**src/rtl/mips_pkg.sv**
```systemverilog
// Shared MIPS pipeline types: store opcodes, store FSM states, data-memory write payload.
package mips_pkg;

  localparam int unsigned XLEN  = 32;
  localparam int unsigned BE_W  = XLEN / 8;
  localparam int unsigned CNT_W = 8;

  typedef enum logic [1:0] {
    OP_SB  = 2'b00,
    OP_SH  = 2'b01,
    OP_SW  = 2'b10,
    OP_RSV = 2'b11
  } st_op_e;

  typedef enum logic {
    ST_IDLE = 1'b0,
    ST_BUSY = 1'b1
  } store_state_e;

  typedef struct packed {
    logic [XLEN-1:0] addr;
    logic [XLEN-1:0] wdata;
    logic [BE_W-1:0] be;
  } dm_wr_t;

  // Word-align a byte address by clearing the byte offset.
  function automatic logic [XLEN-1:0] word_addr(input logic [XLEN-1:0] a);
    return {a[XLEN-1:2], 2'b00};
  endfunction

endpackage

```
**src/rtl/store_lane_align.sv**
```systemverilog
// Combinational lane replication, byte-enable generation and alignment check for stores.
module store_lane_align
  import mips_pkg::*;
(
  input  logic [1:0]      op,
  input  logic [1:0]      byte_off,
  input  logic [XLEN-1:0] data,
  output logic [XLEN-1:0] wdata_c,
  output logic [BE_W-1:0] be_c,
  output logic            aligned_c,
  output logic            op_ok_c
);

  // Decode op into replicated write data, lane enables and an alignment flag.
  always_comb begin
    wdata_c   = data;
    be_c      = '0;
    aligned_c = 1'b0;
    op_ok_c   = 1'b1;
    case (st_op_e'(op))
      OP_SB: begin
        wdata_c   = {4{data[7:0]}};
        be_c      = 4'b0001 << byte_off;
        aligned_c = 1'b1;
      end
      OP_SH: begin
        wdata_c   = {2{data[15:0]}};
        be_c      = byte_off[1] ? 4'b1100 : 4'b0011;
        aligned_c = ~byte_off[0];
      end
      OP_SW: begin
        wdata_c   = data;
        be_c      = 4'b1111;
        aligned_c = (byte_off == 2'b00);
      end
      default: begin
        op_ok_c = 1'b0;
      end
    endcase
  end

endmodule

```
**src/rtl/mem_store_unit.sv**
```systemverilog
// MEM-stage store unit: issues one registered data-memory write per store and
// holds it until acknowledged or until the wait limit expires.
module mem_store_unit
  import mips_pkg::*;
#(
  parameter int unsigned WAIT_LIMIT = 16
) (
  input  logic            clk,
  input  logic            rst_n,
  input  logic            st_valid,
  input  logic [1:0]      st_op,
  input  logic [XLEN-1:0] st_addr,
  input  logic [XLEN-1:0] st_data,
  input  logic            flush,
  input  logic            dm_ack,
  output logic            dm_req,
  output logic [XLEN-1:0] dm_addr,
  output logic [XLEN-1:0] dm_wdata,
  output logic [BE_W-1:0] dm_be,
  output logic            stall,
  output logic            done,
  output logic            misalign_exc,
  output logic            timeout_err
);

  localparam logic [CNT_W-1:0] CNT_LAST = CNT_W'(WAIT_LIMIT - 1);

  store_state_e     state_q, state_d;
  logic [CNT_W-1:0] cnt_q, cnt_d;
  dm_wr_t           wr_q, wr_d;
  logic             req_q, req_d;
  logic             done_q, done_d;
  logic             mis_q, mis_d;
  logic             tmo_q, tmo_d;

  logic [XLEN-1:0]  lane_wdata;
  logic [BE_W-1:0]  lane_be;
  logic             lane_aligned;
  logic             lane_op_ok;
  logic             store_seen;
  logic             accept;
  logic             misaligned;

  store_lane_align u_lane (
    .op        (st_op),
    .byte_off  (st_addr[1:0]),
    .data      (st_data),
    .wdata_c   (lane_wdata),
    .be_c      (lane_be),
    .aligned_c (lane_aligned),
    .op_ok_c   (lane_op_ok)
  );

  // Qualify the incoming store; only IDLE looks at it.
  assign store_seen = (state_q == ST_IDLE) && st_valid && !flush && lane_op_ok;
  assign accept     = store_seen && lane_aligned;
  assign misaligned = store_seen && !lane_aligned;

  // Freeze upstream while a store is being taken or is waiting on memory.
  assign stall = rst_n && (accept || ((state_q == ST_BUSY) && !dm_ack));

  // Next-state and next-output logic.
  always_comb begin
    state_d = state_q;
    cnt_d   = cnt_q;
    wr_d    = wr_q;
    req_d   = req_q;
    done_d  = 1'b0;
    mis_d   = 1'b0;
    tmo_d   = 1'b0;
    case (state_q)
      ST_IDLE: begin
        if (accept) begin
          wr_d.addr  = word_addr(st_addr);
          wr_d.wdata = lane_wdata;
          wr_d.be    = lane_be;
          req_d      = 1'b1;
          cnt_d      = '0;
          state_d    = ST_BUSY;
        end else if (misaligned) begin
          mis_d = 1'b1;
        end
      end
      ST_BUSY: begin
        // Ack takes priority over the timeout on the limit cycle.
        if (dm_ack) begin
          req_d   = 1'b0;
          done_d  = 1'b1;
          state_d = ST_IDLE;
        end else if (cnt_q == CNT_LAST) begin
          req_d   = 1'b0;
          tmo_d   = 1'b1;
          state_d = ST_IDLE;
        end else begin
          cnt_d = cnt_q + CNT_W'(1);
        end
      end
      default: begin
        state_d = ST_IDLE;
        req_d   = 1'b0;
      end
    endcase
  end

  // State and output registers with synchronous active-low reset.
  always_ff @(posedge clk) begin
    if (!rst_n) begin
      state_q <= ST_IDLE;
      cnt_q   <= '0;
      wr_q    <= '0;
      req_q   <= 1'b0;
      done_q  <= 1'b0;
      mis_q   <= 1'b0;
      tmo_q   <= 1'b0;
    end else begin
      state_q <= state_d;
      cnt_q   <= cnt_d;
      wr_q    <= wr_d;
      req_q   <= req_d;
      done_q  <= done_d;
      mis_q   <= mis_d;
      tmo_q   <= tmo_d;
    end
  end

  assign dm_req       = req_q;
  assign dm_addr      = wr_q.addr;
  assign dm_wdata     = wr_q.wdata;
  assign dm_be        = wr_q.be;
  assign done         = done_q;
  assign misalign_exc = mis_q;
  assign timeout_err  = tmo_q;

endmodule

```
**config.mk**
```make
export PLATFORM = sky130hd
export DESIGN_NAME = mem_store_unit
export DESIGN_NICKNAME = d
export VERILOG_FILES = /design/src/rtl/mips_pkg.sv /design/src/rtl/store_lane_align.sv /design/src/rtl/mem_store_unit.sv
export SDC_FILE = /design/constraint.sdc
export NUM_CORES = 1
export LEC_CHECK = 0
export CORE_ASPECT_RATIO = 0.75
export CORE_MARGIN = 2
export CORE_UTILIZATION = 35
export DETAILED_ROUTE_END_ITERATION = 8
export PLACE_DENSITY = 0.69
export SYNTH_ARGS = -nofsm -noshare
export SYNTH_HDL_FRONTEND = slang
export SYNTH_SLANG_ARGS = --single-unit
```
**constraint.sdc**
```tcl
create_clock -name clk -period 2.1 [get_ports clk]
set_input_delay 0.42 -clock clk [delete_from_list [all_inputs] [get_ports clk]]
set_output_delay 0.42 -clock clk [all_outputs]
set_load 0.05 [all_outputs]
```
==> flow_metrics.py, run 1 <==
metrics = {
    "grt": {
        "grt_usage_pct": 19.5,
        "overflow": 0,
        "antenna_found_initial": 0,
        "grt_pass1_vias": 3040,
        "grt_max_degree": 51,
        "grt_pass1_wl_um": 15200,
    },
    "power": {
        "powerDensity_mw_per_mm2": 735,
        "ir_drop_mv": 0.429,
        "p_leak_nw": 1.87,
        "total_power_mw": 3.82,
    },
    "routing": {
        "dr.pass1.iters": 4,
        "wirelength_um": 9780,
        "ant_nets": 0,
        "post_drt_via_cell_ratio": 4.96,
        "drc_errors": 0,
        "drtIter0Drc": 184,
        "vias": 3265,
        "routedWlPerCell_um": 14.9,
    },
    "synth": {
        "synth_edf_count": 0,
        "synth_top_area_cell": "dfxtp_1",
        "synth_top_area_share_pct": 49.0,
        "synth_area_sq_mm": 0.00323,
        "syn_inst": 394,
        "ys_warn_count": 0,
        "syn_avg_cell_area_sq_um": 8.19,
        "synth_ff_type": "dfxtp_1",
        "yosysUniqueCellTypes": 35,
        "async_reset_ff_share_pct": 0,
        "ys_seq_area_share_pct": 49.0,
        "synth_seq_cells": 79,
        "synthTopCellsByArea": "dfxtp_1 49%, nand2_1 14%, a21oi_1 9.2%",
    },
    "critical_path": {
        "worstPathRequired_ps": 1680,
        "critical_path_arrival_ps": 1590,
        "crit_slowest_cell": "clkdlybuf4s50_1",
        "start_kind": "primary input",
        "r2r_cells": 7,
        "slowest_delay_ps": 410,
        "cp_cell_sequence": "clkdlybuf4s50_1 -> o21a_1 -> o22ai_4 -> nand3_2 -> nand2_2 -> buf_12",
        "path_max_fanout": 5,
        "endpoint_kind": "output pin",
        "worst-setup-path-type": "primary input to output pin",
    },
    "place": {
        "place_area_sq_mm": 0.00486,
        "dp_cells": 642,
        "dp_hpwl_um": 7170,
        "gp_congestion": 0.845,
        "io_buffers": 141,
    },
    "cells_and_area": {
        "utilization_pct": 57.6,
        "stdcell_area_sq_mm": 0.00519,
        "layout-drive-gt1-share_pct": 10.3,
        "num_antenna_cells": 0,
        "synthToLayoutAreaGrowth_pct": 61.0,
        "layout.nets": 613,
        "fin_cells": 658,
    },
    "clocking": {
        "root_buffer": "clkbuf_16",
        "htree_num_levels": 3,
        "clkSinkCount": 79,
        "numCtsBuffers": 9,
        "max-clock-path-buffers": 2,
        "clk_latency_ps": 330,
        "post_cts_buffers": 0,
        "clkTransAtPathRegs_ps": 60,
        "cts_tree": "built",
    },
    "die": {
        "core_area_sq_mm": 0.00901,
        "start_util_pct": 35.8,
        "die_h_um": 87.1,
        "die_x_um": 115,
        "pin_count": 144,
        "rows": 30,
        "dieArea_sq_mm": 0.0100,
    },
    "sta": {
        "tightestPinTransition_ps": 569,
        "period_minus_slack_ps": 2010,
        "period_share_pct": 95.9,
        "setup-tns-final_ps": 0,
        "finalMaxSlewViolations": 0,
        "finalSetupViolations": 0,
        "max_freq_mhz": 497,
        "skew_ps": 5.66,
        "rsz0062_at_grt": "false",
        "slew_headroom_pct": 62.0,
        "hold_violations": 0,
    },
    "flow_run": {
        "maxCapViolations": 0,
    },
    "hold_path": {
        "hp-class": "flop to flop",
        "holdPathStages": 2,
    },
    "status": {
        "outcome": "finished clean",
    },
}
state kept, by name (all words and copies together) (netlist names):
name          flops
dm_addr          30
timeout_err       1
dm_be             4
dm_wdata         32
done              1
cnt_q             8
misalign_exc      1
dm_req            1
state_q           1
final timing paths:
kind / startpoint / slack (ps) / to
setup / recovery: st_addr[1] / 90 / stall
hold / removal: dm_addr[11] / 450 / dm_addr[11]
setup reg to reg: cnt_q[0] / 280 / cnt_q[7]
hold reg to reg: dm_addr[11] / 450 / dm_addr[11]
area by class of cell:
| cell class | instances | area [sq um] |
|---|---|---|
| clock buffer | 11 | 253 |
| clock inverter | 5 | 56.3 |
| fill | 850 | 3820 |
| inverter | 2 | 7.51 |
| multi-input combinational | 287 | 1530 |
| sequential | 79 | 1580 |
| tap | 112 | 140 |
| timing repair buffer | 162 | 1630 |
cell families (layout without fill, tap and decap cells):
group                      Yosys count  in the layout  share of synthesized area, %
DFF                                 79             79                          49.0
adders and majority gates            1              1                         0.388
muxes                               24             24                          7.45
AOI/OAI and AO/OA                   96             96                          17.5
other                                1              2                         0.116
buffers and inverters               29            180                          4.42
and+or+nand+nor                    164            164                          21.1
placed cells by master (no fill, tap or decap), types with 3 or more instances in the layout:
cell type	synthesis	layout
a211oi_2	8	8
o211ai_1	3	3
nand3_1	5	4
o21ai_1	3	3
buf_12	0	5
nor2b_1	3	3
nor2_1	16	16
a21oi_1	59	59
buf_4	3	18
dfxtp_1	79	79
or3_1	5	5
mux2i_1	24	24
nand2_2	1	3
clkdlybuf4s50_1	0	138
nand2_1	121	119
o21ai_0	18	18
nand4_1	3	3
clkbuf_16	0	9
worst max-delay path, delay by kind of cell:
family                 cells  cell delay [ps]
AO/OA/AOI/OAI              2              390
buffers and inverters      2              540
AND/OR/NAND/NOR            2              230
per-layer routing:
layer | up-vias | routed length (um) | GRT usage (%)
li1 | 1615 | - | -
met1 | 1524 | 4670 | 26.5
met2 | 114 | 4120 | 28.9
met3 | 12 | 821 | 7.24
met4 | 0 | 163 | 6.13
met5 | - | 0 | 0
cells in the mapped netlist, types with 2 or more instances:
cell / number
or3_1: 5
a211oi_2: 8
mux2i_1: 24
nand2_1: 121
o21ai_1: 3
clkbuf_1: 8
nand2b_1: 2
o21ai_0: 18
buf_4: 3
nand4_1: 3
nor2_1: 16
and3_1: 3
buf_2: 12
a21oi_1: 59
dfxtp_1: 79
buf_1: 3
nand3_1: 5
o211ai_1: 3
nor2b_1: 3
power breakdown:
part,switching (mW),internal (mW),total (mW)
Combinational,0.371,0.287,0.658
Clock,0.609,0.983,1.59
Sequential,0.0242,1.55,1.57
timing repair:
item | CTS | global route
hold buffers | 0 | 0
pin swaps | 1 | 0
resized for setup | 3 | 2
endpoints found under the setup margin | 1 | 1
hold endpoints to repair | 0 | 0
stage by stage:
stage / setup slack, ps / hold slack [ps]
floorplan: 296 / 449
global placement: -26.6 / 436
detailed placement: -97.7 / 446
CTS: 43.5 / 455
global route: 18.3 / 475
finish: 87.1 / 453
Power figures use the tool's default switching activity.
==> run 2: changes to the inputs <==
--- a/config.mk
+++ b/config.mk
@@ -9,7 +9,7 @@
 export CORE_MARGIN = 2
 export CORE_UTILIZATION = 35
 export DETAILED_ROUTE_END_ITERATION = 8
-export PLACE_DENSITY = 0.69
+export PLACE_DENSITY = 0.72
 export SYNTH_ARGS = -nofsm -noshare
 export SYNTH_HDL_FRONTEND = slang
 export SYNTH_SLANG_ARGS = --single-unit
==> constraint.sdc (replaced) <==
create_clock -name clk -period 1.71 [get_ports clk]
set_input_delay 0.342 -clock clk [delete_from_list [all_inputs] [get_ports clk]]
set_output_delay 0.342 -clock clk [all_outputs]
set_load 0.05 [all_outputs]
==> flow_metrics.py, run 2 (same netlist as run 1, synthesis figures left out) <==
metrics = {
    "clocking": {
        "clk_latency_ps": 330,
        "htree_num_levels": 3,
        "clkTransAtPathRegs_ps": 60,
        "root_buffer": "clkbuf_16",
        "max-clock-path-buffers": 2,
        "clkSinkCount": 79,
        "cts_tree": "built",
        "numCtsBuffers": 9,
    },
    "die": {
        "die_x_um": 115,
        "pin_count": 144,
        "die_h_um": 87.1,
        "rows": 30,
        "core_area_sq_mm": 0.00901,
        "start_util_pct": 35.8,
        "dieArea_sq_mm": 0.0100,
    },
    "sta": {
        "period_minus_slack_ps": 1670,
        "period_share_pct": 97.6,
        "finalMaxSlewViolations": 0,
        "tightestPinTransition_ps": 535,
        "rsz0062_at_grt": "true",
        "hold_violations": 0,
        "max_freq_mhz": 599,
        "skew_ps": 5.81,
        "slew_headroom_pct": 64.3,
        "finalSetupViolations": 0,
    },
    "status": {
        "outcome": "finished clean",
    },
    "cells_and_area": {
        "final_cell_mix": "118 x nand2_1, 97 x buf_4, 78 x dfxtp_1",
        "synthToLayoutAreaGrowth_pct": 61.7,
        "fillCellCount": 802,
        "largest_reg_flops": 32,
        "layout.nets": 626,
        "utilization_pct": 57.9,
        "fin_cells": 670,
        "layout-drive-gt1-share_pct": 26.7,
        "layout_commonest_cell": "nand2_1",
        "num_antenna_cells": 0,
    },
    "grt": {
        "busiest_layer": "met2",
        "grt_max_degree": 45,
        "grt_pass1_vias": 3243,
        "met2_usage_pct": 32.0,
        "grt_util_met3_pct": 6.89,
        "use_met1_pct": 23.3,
        "antenna_found_initial": 0,
        "grt_pass1_wl_um": 15100,
        "grt_usage_pct": 19.4,
        "overflow": 0,
    },
    "hold_path": {
        "hold_end": "done",
        "hp-class": "primary input to flop",
        "min_from": "dm_ack",
        "holdPathStages": 2,
    },
    "place": {
        "gp_congestion": 0.828,
        "dp_hpwl_um": 7060,
        "dp_cells": 645,
        "io_buffers": 141,
    },
    "critical_path": {
        "crit_slowest_cell": "clkdlybuf4s50_1",
        "slowest_delay_ps": 630,
        "rrSetupSlack_ps": 60,
        "endpoint_kind": "output pin",
        "r2r-start": "cnt_q[0]",
        "cp_cell_sequence": "clkdlybuf4s50_1 -> nand3_4 -> nand2_4 -> buf_12",
        "r2r_end": "cnt_q[7]",
        "r2r_cells": 7,
        "path_max_fanout": 4,
        "worstPathRequired_ps": 1370,
        "start_kind": "primary input",
        "critical_path_arrival_ps": 1330,
        "worst-setup-path-type": "primary input to output pin",
    },
    "power": {
        "p_leak_nw": 2.12,
        "powerDensity_mw_per_mm2": 925,
        "ir_drop_mv": 0.676,
    },
    "flow_run": {
        "maxCapViolations": 0,
    },
    "routing": {
        "ant_nets": 0,
        "drtIter0Drc": 253,
        "post_drt_via_cell_ratio": 4.94,
        "wirelength_um": 9960,
        "drc_errors": 0,
        "vias": 3313,
        "dr.pass1.iters": 4,
        "routedWlPerCell_um": 14.9,
    },
}
==> run 2: changes by cell type in the layout (fill, tap and decap cells not counted), moves of 7 or more <==
| cell | delta |
|---|---|
| buf_4 | +79 |
| clkdlybuf4s50_1 | -75 |
| o21ai_1 | +7 |
| o21ai_0 | -8 |
==> run 2: cell type report <==
cell class	count	area [sq um]	share of cell area, %
multi-input combinational	287	1590	30.5
sequential	79	1580	30.3
timing repair buffer	175	1570	30.0
clock buffer	12	267	5.11
tap	112	140	2.69
clock inverter	3	65.1	1.25
inverter	2	7.51	0.144
==> run 2: critical path, delay by kind of cell <==
family / cells / cell delay, ps
buffers and inverters: 2 / 760
and+or+nand+nor: 2 / 230
==> run 2: how the worst max path moves through the flow <==
stage	startpoint	end	slack, ps	cells past startpoint
after global routing	cnt_q[0]	cnt_q[7]	-10	7
after CTS	dm_ack	stall	4	6
after global placement	st_op[1]	cnt_q[6]	-360	7
final	rst_n	stall	40	4
after floorplan	cnt_q[0]	cnt_q[7]	40	7
after detailed placement	st_op[1]	cnt_q[5]	-420	7
==> run 2: layer usage <==
| metal | vias to the layer above | part of all wire, % |
|---|---|---|
| met5 | - | 0 |
| met4 | 0 | 1.6 |
| met3 | 13 | 8.9 |
| met2 | 120 | 47 |
| met1 | 1536 | 43 |
| li1 | 1644 | - |
==> run 2: repair_timing <==
item | in CTS | in global routing
endpoints found under the setup margin | 16 | 12
hold buffers | 0 | 0
pin swaps | 5 | 3
buffers inserted | 7 | 2
gates resized for setup | 13 | 24
cloned | 0 | 1
==> run 2: where the power goes <==
part	internal, mW	leakage, nW	switching [mW]	total, mW
logic	0.344	1.32	0.463	0.807
clock network	1.39	0.165	0.702	2.09
registers	1.90	0.641	0.0311	1.93
==> run 2: stage by stage <==
stage / setup WS [ps] / setup TNS (ps) / hold WS [ps] / instance area [sq um] / power (mW)
CTS: 4.18 / 0 / 454 / 5120 / 4.86
detailed placement: -419 / -23830 / 447 / 4710 / 2.75
finish: 41.0 / 0 / 382 / 5220 / 4.82
global placement: -356 / -19310 / 437 / 4710 / 2.74
floorplan: 39.9 / 0 / 449 / 3230 / 2.39
global route: -13.2 / -28.7 / 371 / 5220 / 5.01
